$ cat config.mk
export PLATFORM = sky130hd
export DESIGN_NAME = id_exe
export DESIGN_NICKNAME = d
export VERILOG_FILES = /design/src/rtl/id_exe.sv
export SDC_FILE = /design/constraint.sdc
export NUM_CORES = 1
export LEC_CHECK = 0
export BUFFER_PORTS_ARGS = -buffer_cell sky130_fd_sc_hd__buf_2
export CAP_MARGIN = 20
export CORE_AREA = 2 2 162 164
export CTS_CLUSTER_SIZE = 20
export DETAILED_ROUTE_END_ITERATION = 6
export DIE_AREA = 0 0 164 166
export PLACE_DENSITY = 0.86
export REMOVE_ABC_BUFFERS = 1
export SYNTH_ARGS = -nofsm -noshare
export SYNTH_HDL_FRONTEND = slang
export SYNTH_SLANG_ARGS = --single-unit
export TNS_END_PERCENT = 1
$ cat constraint.sdc
create_clock -name clk_i -period 2.08 [get_ports clk_i]
set_input_delay 0.416 -clock clk_i [delete_from_list [all_inputs] [get_ports clk_i]]
set_output_delay 0.416 -clock clk_i [all_outputs]
set_load 0.02 [all_outputs]
$ cat src/rtl/id_exe.sv
// Decode-to-execute pipeline register with a 2-entry skid buffer and redirect flush.
// Define ID_EXE_PERF_EN to enable the stall/bubble performance counters.
module id_exe #(
    parameter int unsigned          ADDR_WIDTH  = 32,
    parameter int unsigned          DATA_WIDTH  = 32,
    parameter int unsigned          RDATA_WIDTH = 32,
    parameter int unsigned          RADDR_WIDTH = 5,
    parameter logic [DATA_WIDTH-1:0] NOP_INST   = 32'h00000013
) (
    input  logic                   clk_i,
    input  logic                   rst_i,
    input  logic                   flush_i,
    input  logic                   valid_i,
    output logic                   ready_o,
    input  logic [ADDR_WIDTH-1:0]  inst_addr_i,
    input  logic [DATA_WIDTH-1:0]  inst_i,
    input  logic [RDATA_WIDTH-1:0] op1_i,
    input  logic [RDATA_WIDTH-1:0] op2_i,
    input  logic                   reg_we_i,
    input  logic [RADDR_WIDTH-1:0] reg_waddr_i,
    output logic                   valid_o,
    input  logic                   ready_i,
    output logic [ADDR_WIDTH-1:0]  inst_addr_o,
    output logic [DATA_WIDTH-1:0]  inst_o,
    output logic [RDATA_WIDTH-1:0] op1_o,
    output logic [RDATA_WIDTH-1:0] op2_o,
    output logic                   reg_we_o,
    output logic [RADDR_WIDTH-1:0] reg_waddr_o,
    output logic [31:0]            stall_cnt_o,
    output logic [31:0]            bubble_cnt_o
);

    localparam int unsigned PW = ADDR_WIDTH + DATA_WIDTH + 2 * RDATA_WIDTH + 1 + RADDR_WIDTH;
    localparam logic [PW-1:0] BUBBLE =
        {{ADDR_WIDTH{1'b0}}, NOP_INST, {(2 * RDATA_WIDTH + 1 + RADDR_WIDTH){1'b0}}};

    localparam logic [1:0] StEmpty = 2'd0;
    localparam logic [1:0] StOne   = 2'd1;
    localparam logic [1:0] StTwo   = 2'd2;

    logic [1:0]    state_q, state_d;
    logic [PW-1:0] main_q, main_d;
    logic [PW-1:0] skid_q, skid_d;
    logic [PW-1:0] in_payload;
    logic          accept, emit;

    assign in_payload = {inst_addr_i, inst_i, op1_i, op2_i, reg_we_i, reg_waddr_i};

    // ready_o is a pure function of state so execute's ready never reaches decode.
    assign ready_o = (state_q != StTwo);
    assign valid_o = (state_q == StOne) || (state_q == StTwo);
    assign accept  = valid_i & ready_o;
    assign emit    = valid_o & ready_i;

    always_comb begin
        state_d = state_q;
        main_d  = main_q;
        skid_d  = skid_q;
        if (flush_i) begin
            state_d = StEmpty;
            main_d  = BUBBLE;
            skid_d  = BUBBLE;
        end else begin
            case (state_q)
                StEmpty: begin
                    if (accept) begin
                        state_d = StOne;
                        main_d  = in_payload;
                    end
                end
                StOne: begin
                    if (accept && emit) begin
                        main_d = in_payload;
                    end else if (accept) begin
                        state_d = StTwo;
                        skid_d  = in_payload;
                    end else if (emit) begin
                        state_d = StEmpty;
                        main_d  = BUBBLE;
                    end
                end
                StTwo: begin
                    if (emit) begin
                        state_d = StOne;
                        main_d  = skid_q;
                        skid_d  = BUBBLE;
                    end
                end
                default: begin
                    state_d = StEmpty;
                    main_d  = BUBBLE;
                    skid_d  = BUBBLE;
                end
            endcase
        end
    end

    always_ff @(posedge clk_i) begin
        if (!rst_i) begin
            state_q <= StEmpty;
            main_q  <= BUBBLE;
            skid_q  <= BUBBLE;
        end else begin
            state_q <= state_d;
            main_q  <= main_d;
            skid_q  <= skid_d;
        end
    end

    // Main entry is bubble whenever empty, so outputs need no valid gating.
    assign {inst_addr_o, inst_o, op1_o, op2_o, reg_we_o, reg_waddr_o} = main_q;

`ifdef ID_EXE_PERF_EN
    logic [31:0] stall_cnt_q;
    logic [31:0] bubble_cnt_q;

    always_ff @(posedge clk_i) begin
        if (!rst_i) begin
            stall_cnt_q  <= '0;
            bubble_cnt_q <= '0;
        end else begin
            if (valid_o && !ready_i) stall_cnt_q <= stall_cnt_q + 32'd1;
            if (!valid_o) bubble_cnt_q <= bubble_cnt_q + 32'd1;
        end
    end

    assign stall_cnt_o  = stall_cnt_q;
    assign bubble_cnt_o = bubble_cnt_q;
`else
    assign stall_cnt_o  = '0;
    assign bubble_cnt_o = '0;
`endif

endmodule

==> flow_summary.ini <==
[critical_path]
crit_type = flip-flop to flip-flop
start_kind = flip-flop
arrival_ns = 2.45
path_max_fanout = 89
worstPathRequired_ns = 2.48
cp-end-kind = flip-flop
regToRegSetupSlack_ns = 0.03

[sta]
clock_skew_ns = 0.0236
fin_tns_setup_ns = 0
maxSlewHeadroom_pct = 47.4
setup_ws_ns = 0.0261
min_period_ns = 2.05
rsz0062_at_grt = true
finalMaxSlewViolations = 0
hold_viol = 0
max_freq_ghz = 0.487
whs_ns = 0.155
tightest_slew_ns = 0.789
finalCritPeriodShare_pct = 98.7
setup-violations-final = 0

[power_and_ir_drop]
irDropWorstVdd_uv = 547
powerDensity_mw_per_mm2 = 859
p_leak_nw = 5.99

[cts]
clockRootBuffer = clkbuf_16
clock_path_buffers = 3
clk_latency_ns = 0.55
cts_buffers = 28
clkTransAtPathRegs_ns = 0.07
htree_levels = 1
clkSinkCount = 270
cts_tree = yes

[synth]
async_flop_share_pct = 0
netlist.area_leader.share_pct = 45.7
yosysTopAreaCell = dfxtp_1
yosys-top-cells-area = dfxtp_1, a21oi_1, nand3_1
netlist_area_mm2 = 0.0118
ys_seq_area_share_pct = 45.7
syn-instance-count = 1458
avgSynthCellArea_um2 = 8.10
yosysUniqueCellTypes = 34
synth-edff-count = 0
synth.ff_latch_count = 270
ys_warn_count = 0
yosys_most_used_dff = dfxtp_1

[detailed_routing]
drt_iter0_drc = 1296
wire_per_inst_um = 18.0
remaining_drc_errors = 0
wirelength_um = 36300
vias_per_cell = 5.92
dr.pass1.iters = 5
vias = 11900
drtAntennaViolNets = 0

[cells_and_area]
final_layout_size_suffix_gt1_share_pct = 22.7
fin_nets = 1796
area_growth_pct = 22.9
fillers = 2276

[floorplan]
ios = 339
die-area_mm2 = 0.0272
die_w_um = 164
core_area_mm2 = 0.0256
fp-row-count = 59
fp.dieH_um = 166
initial_core_util_pct = 46.1

[global_routing]
grt_overflow_total = 0
grt_first_pass_wirelength_um = 54900
grt_max_degree = 92
grt_pass1_vias = 10900
grt_use_total_pct = 24.3
grt_antenna_before_repair = 6

[hold_path]
hold_path_class = input port to flip-flop

[placed_design]
dp_hpwl_um = 20700
pre_cts_slack_ns = 0.0162
port_buffers = 274
gp_congestion = 0.799

[run]
maxCapViolCount = 0

[run_status]
status = finished clean
[power by group]
group          switching [W]  internal (W)
Combinational        0.00125      0.000641
Sequential         0.0000693       0.00530
Clock                0.00209       0.00312
Total                0.00341       0.00907
[flip-flops by register name (all words and copies together), names as in the netlist]
signal and flops:
main_q 134, skid_q 134, state_q 2
[kinds of logic (layout without fill, tap and decap cells)]
group | count (synthesis) | after routing | share of synthesized area [%]
and+or+nand+nor | 413 | 413 | 16.3
DFF | 270 | 270 | 45.7
AOI/OAI and AO/OA | 548 | 548 | 27.9
adders and majority gates | 5 | 5 | 0.529
muxes | 1 | 1 | 0.0847
buffers and inverters | 220 | 371 | 9.38
other | 1 | 68 | 0.0317
[final cells by class]
cell class	instances	area, um^2	share of cell area [%]
Timing Repair Buffer	316	2050	14.1
Multi-Input combinational cell	1031	5650	39.0
Clock inverter	10	131	0.905
Sequential cell	270	5410	37.2
Clock buffer	40	827	5.70
Inverter	5	18.8	0.129
Tap cell	335	419	2.89
Antenna cell	4	10.0	0.0690
[metal layers]
metal  track usage, %  part of all wire [%]  up-vias
li1                 -                     -     5525
met1             30.5                    40     5615
met2             41.5                    48      675
met3             4.55                   9.0       82
met4             8.62                   2.7        4
met5                0                 0.074        -
[metrics by stage]
| step | utilization [%] | instances | cell area [um^2] | total power (W) |
|---|---|---|---|---|
| finish | 56.7 | 2011 | 14500 | 0.0125 |
| detailed placement | 52.0 | 1948 | 13300 | 0.00722 |
| global placement | 52.0 | 1948 | 13300 | 0.00719 |
| floorplan | - | 1306 | 11000 | 0.00647 |
| global route | 56.7 | 2009 | 14500 | 0.0129 |
| CTS | 56.0 | 2001 | 14300 | 0.0124 |
[cell usage after synthesis, types with 2 or more instances]
| cell | instances |
|---|---|
| a22o_1 | 130 |
| buf_1 | 3 |
| nand2b_1 | 3 |
| clkbuf_1 | 128 |
| nand3_1 | 263 |
| ha_1 | 5 |
| a21bo_2 | 2 |
| nor2b_1 | 3 |
| a21oi_1 | 265 |
| nor2_1 | 3 |
| a221oi_1 | 3 |
| nand2_1 | 132 |
| buf_4 | 71 |
| a211o_1 | 4 |
| inv_1 | 5 |
| and3_1 | 2 |
| o21ai_0 | 115 |
| nor3b_1 | 3 |
| dfxtp_1 | 270 |
| buf_2 | 13 |
| o21ai_1 | 22 |
[final timing paths]
path,start,to,depth (start not counted)
hold / removal,inst_addr_i[6],skid_q[108]$_SDFFE_PP0P_,3
setup / recovery,state_q[0]$_SDFFE_PP0P_,skid_q[83]$_SDFFE_PP0P_,7
hold reg to reg,skid_q[95]$_SDFFE_PP0P_,skid_q[95]$_SDFFE_PP0P_,2
setup reg to reg,state_q[0]$_SDFFE_PP0P_,skid_q[83]$_SDFFE_PP0P_,7
[critical path: stages (launching register included)]
cell	delay [ns]
dfxtp_2	0.33
buf_4	0.15
ha_4	0.16
nand2b_1	0.20
a221o_4	0.51
buf_12	0.22
nand2_1	0.15
a21oi_1	0.07
[cell usage in the layout, fill, tap and decap left out, types with 33 or more instances in the layout]
cell type	Yosys	layout
buf_2	13	274
dfxtp_1	270	269
nand3_1	263	263
a21oi_1	265	262
nand2_1	132	132
a22o_1	130	130
o21ai_0	115	104
conb_1	1	64
clkbuf_16	0	34
o21ai_1	22	33
[timing repair]
action,4_1_cts,5_1_grt
hold buffers,0,0
gates resized for setup,3,20
pin swaps,1,3
gates cloned,1,6
endpoints found under the setup margin,8,193
buffers inserted,2,0
Note: power is estimated with default switching activity, not from simulation.
